==> src/rtl/golden_nonce_collector_pkg.sv <==
// Shared miner types and helpers.
// Nonce/drop widths, report entry layout, clog2.
package miner_pkg;

  localparam int NONCE_W  = 32;
  localparam int DROP_W   = 16;
  localparam int ID_MAX_W = 8;

  typedef struct packed {
    logic [ID_MAX_W-1:0] core;
    logic [NONCE_W-1:0]  nonce;
  } entry_t;

  function automatic int clog2(input int v);
    int r;
    r = 0;
    for (int i = 0; i < 31; i++)
      if ((1 << i) < v) r = i + 1;
    return r;
  endfunction

  function automatic int id_width(input int n);
    return (n > 1) ? clog2(n) : 1;
  endfunction

endpackage

==> src/rtl/golden_nonce_collector_if.sv <==
// Golden-nonce report stream (valid/ready).
// master: collector drives valid/core/nonce; slave: reporter drives ready.
interface golden_out_if #(
  parameter int ID_W = 2
);

  logic                         out_valid;
  logic                         out_ready;
  logic [ID_W-1:0]              out_core;
  logic [miner_pkg::NONCE_W-1:0] out_nonce;

  modport master (
    output out_valid,
    output out_core,
    output out_nonce,
    input  out_ready
  );

  modport slave (
    input  out_valid,
    input  out_core,
    input  out_nonce,
    output out_ready
  );

endinterface

==> src/rtl/golden_nonce_collector_fifo.sv <==
// Synchronous FIFO with count, full/empty and flush.
// Ports: push/din, pop/dout (0 when empty), full, empty, count.
module golden_fifo #(
  parameter int WIDTH      = 34,
  parameter int DEPTH_LOG2 = 3
) (
  input  logic                  clk,
  input  logic                  rst_n,
  input  logic                  flush,
  input  logic                  push,
  input  logic [WIDTH-1:0]      din,
  input  logic                  pop,
  output logic [WIDTH-1:0]      dout,
  output logic                  full,
  output logic                  empty,
  output logic [DEPTH_LOG2:0]   count
);

  localparam int DEPTH = 1 << DEPTH_LOG2;

  logic [WIDTH-1:0]      mem [DEPTH];
  logic [DEPTH_LOG2-1:0] wr_ptr;
  logic [DEPTH_LOG2-1:0] rd_ptr;
  logic [DEPTH_LOG2:0]   cnt_q;
  logic                  wr_en;
  logic                  rd_en;

  assign empty = (cnt_q == '0);
  assign full  = (cnt_q == (DEPTH_LOG2+1)'(DEPTH));
  assign count = cnt_q;

  // A pop frees a slot, so a full FIFO may still accept a push.
  assign rd_en = pop && !empty;
  assign wr_en = push && (!full || rd_en);

  assign dout = empty ? '0 : mem[rd_ptr];

  always_ff @(posedge clk or negedge rst_n) begin
    if (!rst_n) begin
      wr_ptr <= '0;
      rd_ptr <= '0;
      cnt_q  <= '0;
    end else if (flush) begin
      wr_ptr <= '0;
      rd_ptr <= '0;
      cnt_q  <= '0;
    end else begin
      if (wr_en) wr_ptr <= wr_ptr + 1'b1;
      if (rd_en) rd_ptr <= rd_ptr + 1'b1;
      if (wr_en && !rd_en)
        cnt_q <= cnt_q + 1'b1;
      else if (!wr_en && rd_en)
        cnt_q <= cnt_q - 1'b1;
    end
  end

  always_ff @(posedge clk) begin
    if (wr_en && !flush) mem[wr_ptr] <= din;
  end

endmodule

==> src/rtl/golden_nonce_collector.sv <==
// Per-core golden-nonce capture, round-robin arbiter, FIFO, drop count.
// Ports: clk, reset(n), flush, gn_valid/gn_nonce, out stream, counts.
module golden_nonce_collector
  import miner_pkg::*;
#(
  parameter int          NUM_CORES    = 4,
  parameter int          DEPTH_LOG2   = 3,
  parameter logic [31:0] NONCE_ADJUST = 32'd0
) (
  input  logic                         clk,
  input  logic                         reset,
  input  logic                         flush,
  input  logic [NUM_CORES-1:0]         gn_valid,
  input  logic [NONCE_W*NUM_CORES-1:0] gn_nonce,
  golden_out_if.master                 out,
  output logic [DEPTH_LOG2:0]          fifo_count,
  output logic [DROP_W-1:0]            drop_count
);

  localparam int ID_W = id_width(NUM_CORES);
  localparam int EW   = ID_W + NONCE_W;

  logic [NUM_CORES-1:0] hold_v;
  logic [NUM_CORES-1:0] hold_v_d;
  logic [NUM_CORES-1:0] drop_vec;
  logic [NONCE_W-1:0]   hold_n   [NUM_CORES];
  logic [NONCE_W-1:0]   hold_n_d [NUM_CORES];

  logic [ID_W-1:0]   rr_ptr;
  logic [ID_W-1:0]   rr_nxt;
  logic [ID_W-1:0]   gnt_idx;
  logic [ID_W-1:0]   cand;
  logic              gnt_any;
  logic              grant;
  logic              taken;
  logic              pop;
  logic              full;
  logic              empty;
  logic [EW-1:0]     push_data;
  logic [EW-1:0]     head;
  logic [DROP_W-1:0] drop_q;
  logic [DROP_W-1:0] drop_d;
  logic [31:0]       drop_sum;
  int                j;

  assign pop = out.out_ready && !empty;

  // First valid hold at or after rr_ptr, wrapping.
  always_comb begin
    gnt_any = 1'b0;
    gnt_idx = '0;
    cand    = '0;
    j       = 0;
    for (int k = 0; k < NUM_CORES; k++) begin
      j = int'(rr_ptr) + k;
      if (j >= NUM_CORES) j = j - NUM_CORES;
      cand = ID_W'(j);
      if (!gnt_any && hold_v[cand]) begin
        gnt_any = 1'b1;
        gnt_idx = cand;
      end
    end
  end

  assign grant = gnt_any && (!full || pop) && !flush;

  assign rr_nxt = (gnt_idx == ID_W'(NUM_CORES-1)) ?
                  '0 : gnt_idx + 1'b1;

  assign push_data = {gnt_idx, hold_n[gnt_idx]};

  // A grant empties the hold that same edge, so a
  // coincident strobe reloads it instead of dropping.
  always_comb begin
    drop_vec = '0;
    taken    = 1'b0;
    for (int i = 0; i < NUM_CORES; i++) begin
      hold_v_d[i] = hold_v[i];
      hold_n_d[i] = hold_n[i];
      taken = grant && (gnt_idx == ID_W'(i));
      if (taken) hold_v_d[i] = 1'b0;
      if (gn_valid[i]) begin
        if (hold_v[i] && !taken) begin
          drop_vec[i] = 1'b1;
        end else begin
          hold_v_d[i] = 1'b1;
          hold_n_d[i] = gn_nonce[NONCE_W*i +: NONCE_W]
                        - NONCE_ADJUST;
        end
      end
    end
  end

  always_comb begin
    drop_sum = 32'(drop_q);
    for (int i = 0; i < NUM_CORES; i++)
      drop_sum = drop_sum + 32'(drop_vec[i]);
    drop_d = (|drop_sum[31:DROP_W]) ? '1 : drop_sum[DROP_W-1:0];
  end

  always_ff @(posedge clk or negedge reset) begin
    if (!reset) begin
      hold_v <= '0;
      rr_ptr <= '0;
      drop_q <= '0;
      for (int i = 0; i < NUM_CORES; i++)
        hold_n[i] <= '0;
    end else if (flush) begin
      hold_v <= '0;
      rr_ptr <= '0;
    end else begin
      hold_v <= hold_v_d;
      drop_q <= drop_d;
      for (int i = 0; i < NUM_CORES; i++)
        hold_n[i] <= hold_n_d[i];
      if (grant) rr_ptr <= rr_nxt;
    end
  end

  golden_fifo #(
    .WIDTH      (EW),
    .DEPTH_LOG2 (DEPTH_LOG2)
  ) u_fifo (
    .clk   (clk),
    .rst_n (reset),
    .flush (flush),
    .push  (grant),
    .din   (push_data),
    .pop   (pop),
    .dout  (head),
    .full  (full),
    .empty (empty),
    .count (fifo_count)
  );

  assign out.out_valid = !empty;
  assign out.out_core  = head[EW-1 -: ID_W];
  assign out.out_nonce = head[NONCE_W-1:0];
  assign drop_count    = drop_q;

endmodule

==> src/flat_wrapper.sv <==
// flat-port wrapper written by rule: the top's interface ports become plain ports
module golden_nonce_collector_flat import miner_pkg::*;
#(
  parameter int          NUM_CORES    = 4,
  parameter int          DEPTH_LOG2   = 3,
  parameter logic [31:0] NONCE_ADJUST = 32'd0
)
  (clk, reset, flush, gn_valid, gn_nonce, fifo_count, drop_count, out_out_valid, out_out_core, out_out_nonce, out_out_ready);
  golden_out_if #(.ID_W(2)) out_i ();
  input  logic clk;
  input  logic reset;
  input  logic flush;
  input  logic [NUM_CORES-1:0] gn_valid;
  input  logic [NONCE_W*NUM_CORES-1:0] gn_nonce;
  output logic [DEPTH_LOG2:0] fifo_count;
  output logic [DROP_W-1:0] drop_count;
  output wire logic [$bits(out_i.out_valid)-1:0] out_out_valid;
  output wire logic [$bits(out_i.out_core)-1:0] out_out_core;
  output wire logic [$bits(out_i.out_nonce)-1:0] out_out_nonce;
  input wire logic [$bits(out_i.out_ready)-1:0] out_out_ready;
  assign out_out_valid = out_i.out_valid;
  assign out_out_core = out_i.out_core;
  assign out_out_nonce = out_i.out_nonce;
  assign out_i.out_ready = out_out_ready;
  golden_nonce_collector #(.NUM_CORES(NUM_CORES), .DEPTH_LOG2(DEPTH_LOG2), .NONCE_ADJUST(NONCE_ADJUST)) u_core (.clk(clk), .reset(reset), .flush(flush), .gn_valid(gn_valid), .gn_nonce(gn_nonce), .out(out_i), .fifo_count(fifo_count), .drop_count(drop_count));
endmodule
==> config.mk <==
export PLATFORM = sky130hd
export DESIGN_NAME = golden_nonce_collector_flat
export DESIGN_NICKNAME = d
export VERILOG_FILES = /design/src/rtl/golden_nonce_collector_pkg.sv /design/src/rtl/golden_nonce_collector_if.sv /design/src/rtl/golden_nonce_collector_fifo.sv /design/src/rtl/golden_nonce_collector.sv /design/src/flat_wrapper.sv
export SDC_FILE = /design/constraint.sdc
export NUM_CORES = 1
export LEC_CHECK = 0
export CORE_MARGIN = 4
export CORE_UTILIZATION = 50
export CTS_CLUSTER_DIAMETER = 30
export CTS_CLUSTER_SIZE = 28
export DETAILED_ROUTE_END_ITERATION = 8
export PLACE_DENSITY_LB_ADDON = 0.12
export SLEW_MARGIN = 5
export SYNTH_ARGS = -nofsm -noshare
export SYNTH_HDL_FRONTEND = slang
export SYNTH_HIERARCHICAL = 1
export SYNTH_SLANG_ARGS = --single-unit
==> constraint.sdc <==
create_clock -name clk -period 8 [get_ports clk]
set_input_delay 1.6 -clock clk [delete_from_list [all_inputs] [get_ports clk]]
set_output_delay 1.6 -clock clk [all_outputs]
set_load 0.01 [all_outputs]
==> results of run 1 <==
-- placed cells by master (no fill, tap or decap), types with 16 or more instances in the layout --
| cell type | instances |
|---|---|
| nand2_1 | 119 |
| edfxtp_1 | 272 |
| nor3b_1 | 32 |
| mux2_2 | 66 |
| and2_1 | 33 |
| buf_4 | 28 |
| nand2b_1 | 39 |
| o311ai_1 | 20 |
| a221oi_1 | 18 |
| nand3_1 | 74 |
| mux2i_1 | 133 |
| a31oi_1 | 32 |
| clkdlybuf4s50_1 | 189 |
| o21ai_0 | 39 |
| mux4_2 | 68 |
| clkbuf_16 | 89 |
| o211ai_1 | 34 |
| nor2_1 | 57 |
| inv_6 | 16 |
| dfrtp_1 | 155 |
| inv_1 | 16 |
-- critical path, stage by stage (launching register included) --
cell	delay (ns)
dfrtp_4	0.98
buf_4	0.62
mux4_2	0.58
mux2i_1	0.25
nor2_1	0.07
clkdlybuf4s50_1	0.49
-- cell families after synthesis --
group,share of synthesized area
adder cells (fa/ha/maj),0.00825
flip-flops,0.599
buffers and inverters,0.0322
AO/OA/AOI/OAI,0.0751
XOR/XNOR,0.00646
AND/OR/NAND/NOR,0.102
multiplexers,0.177
-- cell type report --
| cell class | instances | area share |
|---|---|---|
| Clock inverter | 60 | 0.0293 |
| Timing Repair Buffer | 218 | 0.0823 |
| Tap cell | 525 | 0.0256 |
| Multi-Input combinational cell | 893 | 0.295 |
| Inverter | 17 | 0.00249 |
| Clock buffer | 106 | 0.0908 |
| Sequential cell | 432 | 0.475 |
-- per-layer routing --
layer  wire, microns  vias up  GRT usage
met2           23600      402      0.353
met4             746        0     0.0590
li1                -     6013          -
met3            2640       50     0.0362
met5               0        -          0
met1           21900     6598      0.318
-- sequential cells by signal, summed over array words and instances (netlist names) --
register,count
u_core/hold_n,128
u_core/drop_count,16
u_core/u_fifo/mem,272
u_core/u_fifo/count,4
u_core/hold_v,4
u_core/u_fifo/wr_ptr,3
u_core/rr_ptr,2
u_core/u_fifo/rd_ptr,3
-- metrics by stage --
stage          area (sq um)  setup slack (ns)  power, mW  hold slack (ns)
4_1_cts               25700              2.62       9.85            0.504
3_5_place_dp          22600              2.41       6.09            0.495
6_report              25700              2.78       9.77            0.500
5_1_grt               25700              2.31       10.3            0.521
3_3_place_gp          22600              2.48       6.00            0.489
2_1_floorplan         20300              1.44       5.21            0.480
-- worst paths after layout --
path / start / cells after the start / endpoint
max in group asynchronous: reset / 2 / u_core/hold_n[99]$_DFFE_PN0P_
hold / removal: u_core/hold_n[67]$_DFFE_PN0P_ / 1 / u_core/hold_n[67]$_DFFE_PN0P_
setup reg to reg: u_core/hold_v[3]$_DFF_PN0_ / 14 / u_core/drop_count[13]$_DFFE_PN0N_
setup / recovery: u_core/u_fifo/rd_ptr[0]$_DFFE_PN0P_ / 5 / out_out_core[1]
min in group asynchronous: reset / 1 / u_core/drop_count[15]$_DFFE_PN0N_
hold reg to reg: u_core/hold_n[67]$_DFFE_PN0P_ / 1 / u_core/hold_n[67]$_DFFE_PN0P_
-- report_power, final --
part           internal, mW  switching (mW)  leakage [nW]
registers              3.09           0.337          4.31
clock network          2.50            1.23          1.48
logic                  1.16            1.46          3.46
==> out/metrics.yaml, run 1 <==
synth:
  syn_nets: 1602
  yosysWarningCount: 6
  postSynthCellCount: 1455
  synth_ff_type: "edfxtp_1"
  synth-seq-cells: 432
  synth_cell_types: 67
  synth.avg_cell_area_sq_um: 14.0
  synth_enable_flop_cells: 272
  seq_area_frac_synth: 0.599
  yosysMostFrequentCell: "edfxtp_1"
  yosysTopAreaCell: "edfxtp_1"
  ys_top_cells_by_area: "edfxtp_1, dfrtp_1, mux4_2, mux2i_1, mux2_2"
  async_flop_share: 0.370
  synth_common_cells: "edfxtp_1, dfrtp_1, mux2i_1"
  netlist.area_leader.share: 0.402
  netlist_area_sq_um: 20300
job:
  cap_violations: 0
grt:
  antenna_found_initial: 0
  overflow: 0
  grt_usage: 0.221
  grt_pass1_vias: 13300
  grt_pass1_wl_microns: 76300
  grt_max_degree: 103
sta:
  slew_viol_final: 0
  fmax_ghz: 0.191
  rsz0062_at_grt: "false"
  setup_tns_ns: 0
  finalCritPeriodShare: 0.653
  maxSlewHeadroom: 0.227
  hold_viol: 0
  clock_skew_ns: 0.0228
  worst_slew_pin_slew_ns: 1.16
  min_period_ns: 5.22
  setup_viol: 0
critical_path:
  endpoint_kind: "output port"
  path_class: "reg -> out"
  path_max_fanout: 42
  crit_arrival_ns: 3.62
  regToRegSetupSlack_ns: 2.82
  worst_ep_required_time_ns: 6.40
  start_kind: "register"
clock_network:
  ctsHtreeMaxLevel: 3
  cts_made_buffers: 89
  cts_buffer_depth: 3
  clock_sinks: 432
  post_cts_resized: 0
  cts_tree: "done"
  cts_root_buf: "clkbuf_16"
  clock_latency_ns: 0.59
  path_clk_slew_ns: 0.05
  ctsHoldBuffers: 0
  postCtsSetupBuffers: 0
layout:
  area_delta_synth_final_pct: 26.2
  fin_nets: 1798
  seq_area_sq_um: 12200
  diodes: 0
  finish.utilization: 0.641
  fill_cells: 3014
  drive_gt1_frac: 0.210
  finalNonFillerCells: 2251
  multi_input_area_sq_um: 7570
power:
  p_per_area_nw_per_um2: 381
  ir_drop_v: 0.000272
  p_leak_nw: 9.25
drt:
  antenna_left: 0
  wl_microns: 48900
  viasPerCell: 5.80
  drt_iter0_drc: 975
  wl_per_cell_microns: 21.7
  firstDrtPassIters: 5
  drc_errors: 0
  via_count: 13100
status:
  outcome: "finished clean"
place:
  gp_congestion: 0.770
  dp_hpwl_microns: 29600
  io_buffers: 190
  place_inst: 2085
floorplan:
  design.core.area_sq_um: 40000
  boundaryPins: 191
  die_h_microns: 210
  die_area_sq_um: 44000
  fp-row-count: 73
  die_w_microns: 210
  start_util: 0.508
hold_path:
  min_path_type: "reg -> reg"
(Power assumes the default switching activity.)
==> run 2, diff against run 1 <==
- clock period: 8 -> 5.4 ns (I/O delays scaled with it)
==> out/metrics.yaml, run 2 (synthesis gave the netlist of run 1 again) <==
power:
  p_leak_nw: 9.46
  power_mw: 14.9
  p_per_area_nw_per_um2: 574
  ir_drop_v: 0.000245
clock_network:
  clock_latency_ns: 0.60
  post_cts_resized: 0
  postCtsSetupBuffers: 0
  cts_tree: "done"
  cts_buffer_depth: 3
  clock_sinks: 432
  cts_made_buffers: 93
  ctsHoldBuffers: 0
  ctsHtreeMaxLevel: 3
  cts_root_buf: "clkbuf_16"
  path_clk_slew_ns: 0.04
layout:
  final_common_cell: "edfxtp_1"
  regMostFlops: "u_core/u_fifo/mem"
  fin_area_sq_um: 26000
  final_cell_mix: "edfxtp_1, clkdlybuf4s50_1, dfrtp_1"
  finalNonFillerCells: 2264
  multi_input_area_sq_um: 7600
  area_delta_synth_final_pct: 27.9
  largest_reg_flops: 272
  fill_cells: 2946
  finish.utilization: 0.650
  drive_gt1_frac: 0.216
  seq_area_sq_um: 12200
  fin_nets: 1805
critical_path:
  crit_arrival_ns: 4.82
  start_kind: "register"
  path_class: "reg -> reg"
  r2r-start: "u_core/hold_v[3]$_DFF_PN0_"
  regToRegSetupSlack_ns: 1.08
  reg2regPathDepth: 16
  r2r_end: "u_core/drop_count[13]$_DFFE_PN0N_"
  worst_ep_required_time_ns: 5.90
  endpoint_kind: "register"
  path_max_fanout: 67
floorplan:
  design.core.area_sq_um: 40000
  fp-row-count: 73
  die_area_sq_um: 44000
  die_w_microns: 210
  start_util: 0.508
  boundaryPins: 191
  die_h_microns: 210
place:
  dpl_cell_area_sq_um: 22700
  place_ws_ns: 0.868
  place_inst: 2088
  gp_congestion: 0.803
  io_buffers: 190
  dp_hpwl_microns: 30200
hold_path:
  hold_path_depth: 1
  min_path_type: "reg -> reg"
  worstHoldStart: "u_core/hold_n[64]$_DFFE_PN0P_"
  hold_end: "u_core/hold_n[64]$_DFFE_PN0P_"
drt:
  via_count: 13300
  top_layer: "met4"
  wl_met2_microns: 23800
  wl_per_cell_microns: 22.0
  met3_length_microns: 2940
  firstDrtPassIters: 5
  antenna_left: 0
  wl_met1_microns: 22200
  drc_errors: 0
  drt_iter0_drc: 847
  wl_microns: 49900
  viasPerCell: 5.86
sta:
  worst_slew_pin_slew_ns: 1.17
  slew_viol_final: 0
  setup_slack_ns: 1.08
  holdWs_ns: 0.500
  fmax_ghz: 0.232
  setup_viol: 0
  clock_skew_ns: 0.0211
  hold_viol: 0
  maxSlewHeadroom: 0.218
  finalCritPeriodShare: 0.800
  rsz0062_at_grt: "false"
  setup_tns_ns: 0
  min_period_ns: 4.32
grt:
  grt_pass1_wl_microns: 77600
  grt_max_degree: 98
  overflow: 0
  grt_usage: 0.225
  grt_pass1_vias: 13500
  antenna_found_initial: 1
status:
  outcome: "finished clean"
job:
  cap_violations: 0
run 2: final cells by class:
| cell class | count | area share |
|---|---|---|
| Inverter | 17 | 0.00245 |
| Timing Repair Buffer | 221 | 0.0831 |
| Tap cell | 525 | 0.0253 |
| Antenna cell | 1 | 0.0000962 |
| Clock buffer | 113 | 0.0983 |
| Multi-Input combinational cell | 893 | 0.292 |
| Clock inverter | 62 | 0.0303 |
| Sequential cell | 432 | 0.468 |
run 2: worst max-delay path: stages (launching register included):
cell and delay (ns):
dfrtp_2 0.38, buf_4 0.52, nor2b_1 0.12, o21ai_1 0.20, nand4b_1 0.11, buf_4 0.23
ha_1 0.25, nand2_1 0.07, nand3_1 0.10, fa_1 0.49, fa_1 0.39, inv_1 0.09
fa_1 0.19, and4b_1 0.24, and2_0 0.26, nand4_1 0.37, nand3_1 0.22
run 2: how the worst max path moves through the flow:
stage	slack (ns)	startpoint	cells after the start	endpoint
detailed placement	0.87	out_out_ready	14	u_core/drop_count[4]$_DFFE_PN0N_
global route	0.64	u_core/hold_v[3]$_DFF_PN0_	16	u_core/drop_count[13]$_DFFE_PN0N_
CTS	1.09	u_core/hold_v[3]$_DFF_PN0_	16	u_core/drop_count[13]$_DFFE_PN0N_
finish	1.08	u_core/hold_v[3]$_DFF_PN0_	16	u_core/drop_count[13]$_DFFE_PN0N_
global placement	0.93	out_out_ready	14	u_core/drop_count[4]$_DFFE_PN0N_
floorplan	0.60	out_out_ready	5	u_core/u_fifo/mem[1][0]$_DFFE_PP_
run 2: power by group:
| part | internal (mW) | switching, mW | total (mW) |
|---|---|---|---|
| clock | 4.16 | 1.78 | 5.93 |
| sequential | 4.58 | 0.447 | 5.02 |
| combinational | 1.74 | 2.23 | 3.98 |
| total | 10.5 | 4.46 | 14.9 |
run 2: routing by layer:
layer | GRT usage | vias to the layer above
li1 | - | 6033
met1 | 0.327 | 6716
met2 | 0.353 | 439
met3 | 0.0371 | 74
met4 | 0.0691 | 0
met5 | 0 | -
==> run 3, diff against run 2 <==
- clock period: 5.4 -> 4.5 ns (I/O delays scaled with it)
==> out/metrics.yaml, run 3 (synthesis gave the netlist of run 1 again) <==
status:
  outcome: "finished clean"
layout:
  final_common_cell: "edfxtp_1"
  final_cell_mix: "edfxtp_1, clkdlybuf4s50_1, dfrtp_1"
  finish.utilization: 0.655
  regMostFlops: "u_core/u_fifo/mem"
  fin_nets: 1812
  drive_gt1_frac: 0.218
  finalNonFillerCells: 2274
  largest_reg_flops: 272
  fin_area_sq_um: 26200
  area_delta_synth_final_pct: 28.9
  fill_cells: 2931
clock_network:
  cts_buffer_depth: 3
  postCtsSetupBuffers: 0
  cts_root_buf: "clkbuf_16"
  path_clk_slew_ns: 0.04
  ctsHoldBuffers: 0
  ctsHtreeMaxLevel: 3
  cts_tree: "done"
  cts_made_buffers: 94
  post_cts_resized: 0
  clock_sinks: 432
  clock_latency_ns: 0.61
hold_path:
  min_path_type: "in -> async"
critical_path:
  r2r-start: "u_core/hold_v[2]$_DFF_PN0_"
  r2r_end: "u_core/drop_count[13]$_DFFE_PN0N_"
  regToRegSetupSlack_ns: 0.51
  path_class: "reg -> reg"
  endpoint_kind: "register"
  start_kind: "register"
  path_max_fanout: 16
  reg2regPathDepth: 14
  crit_arrival_ns: 4.50
  worst_ep_required_time_ns: 5.01
sta:
  clock_skew_ns: 0.0221
  worst_slew_pin_slew_ns: 1.12
  fmax_ghz: 0.251
  rsz0062_at_grt: "false"
  holdWs_ns: 0.377
  maxSlewHeadroom: 0.253
  slew_viol_final: 0
  hold_viol: 0
  finalCritPeriodShare: 0.887
  setup_viol: 0
  min_period_ns: 3.99
drt:
  via_count: 13200
  antenna_left: 0
  viasPerCell: 5.81
  drt_iter0_drc: 906
  drc_errors: 0
  firstDrtPassIters: 5
  wl_microns: 50000
  wl_per_cell_microns: 22.0
floorplan:
  die_w_microns: 210
  design.core.area_sq_um: 40000
  fp-row-count: 73
  boundaryPins: 191
  die_h_microns: 210
  start_util: 0.508
  die_area_sq_um: 44000
place:
  dpl_cell_area_sq_um: 22800
  gp_congestion: 0.821
  io_buffers: 190
  place_inst: 2094
  dp_hpwl_microns: 30800
power:
  ir_drop_v: 0.000371
  p_leak_nw: 9.50
  power_mw: 18.1
  p_per_area_nw_per_um2: 691
grt:
  overflow: 0
  antenna_found_initial: 4
  grt_pass1_vias: 13400
  grt_max_degree: 98
  grt_pass1_wl_microns: 77900
  grt_usage: 0.225
job:
  cap_violations: 0
[run 3: changes by cell type in the layout (fill, tap and decap cells not counted)]
cell and delta:
dfrtp_2 +1, buf_4 -1, inv_6 +3, buf_12 +7
clkbuf_1 +1, inv_16 +3, dfrtp_4 -1, diode_2 +3
clkinv_1 +2, bufinv_16 +1, clkinvlp_4 +7, clkbuf_8 -4
clkinv_2 -12
[run 3: routing by layer]
metal / GRT usage / wire, microns / up-vias / part of all wire
met5: 0 / 0 / - / 0
met4: 0.0657 / 822 / 0 / 0.016
met3: 0.0416 / 2970 / 56 / 0.059
met2: 0.352 / 23800 / 438 / 0.48
met1: 0.328 / 22400 / 6655 / 0.45
li1: - / - / 6061 / -
[run 3: worst max path at each step]
stage                                             from                                 to  cells after the start
floorplan           u_core/u_fifo/count[3]$_DFFE_PN0P_  u_core/u_fifo/mem[1][0]$_DFFE_PP_                      8
CTS                         u_core/hold_v[2]$_DFF_PN0_  u_core/drop_count[13]$_DFFE_PN0N_                     14
detailed placement                       out_out_ready  u_core/drop_count[13]$_DFFE_PN0N_                     13
global route                u_core/hold_v[2]$_DFF_PN0_  u_core/drop_count[13]$_DFFE_PN0N_                     14
finish                      u_core/hold_v[2]$_DFF_PN0_  u_core/drop_count[13]$_DFFE_PN0N_                     14
global placement                         out_out_ready  u_core/drop_count[13]$_DFFE_PN0N_                     13
[run 3: area by class of cell]
type,instances,area (sq um),share of cell area
multi-input combinational,893,7600,0.290
sequential,432,12200,0.465
inverter,17,63.8,0.00243
timing repair buffer,227,2290,0.0875
clock buffer,110,2500,0.0956
antenna,4,10.0,0.000382
clock inverter,66,905,0.0345
tap,525,657,0.0251
[run 3: worst max-delay path, cell delays in order (launching register included)]
cell      delay (ns)
dfrtp_1         0.44
nor4_2          0.51
nand4b_1        0.22
buf_4           0.32
inv_1           0.10
ha_1            0.22
nand2_1         0.06
nand3_1         0.13
fa_1            0.48
inv_1           0.09
fa_1            0.18
and4b_1         0.25
and2_0          0.28
nand4_1         0.41
nand3_1         0.23
[run 3: power breakdown]
group	internal, mW	switching (mW)	leakage (nW)	total (mW)
Combinational	2.12	2.72	3.54	4.84
Clock	5.03	2.24	1.65	7.27
Sequential	5.49	0.497	4.31	5.99
[run 3: through the flow]
step	worst slack [ns]	setup TNS (ns)
floorplan	-0.226	-23.08
global placement	0.0697	0
detailed placement	-0.0183	-0.0183
CTS	0.507	0
global route	0.223	0
finish	0.508	0
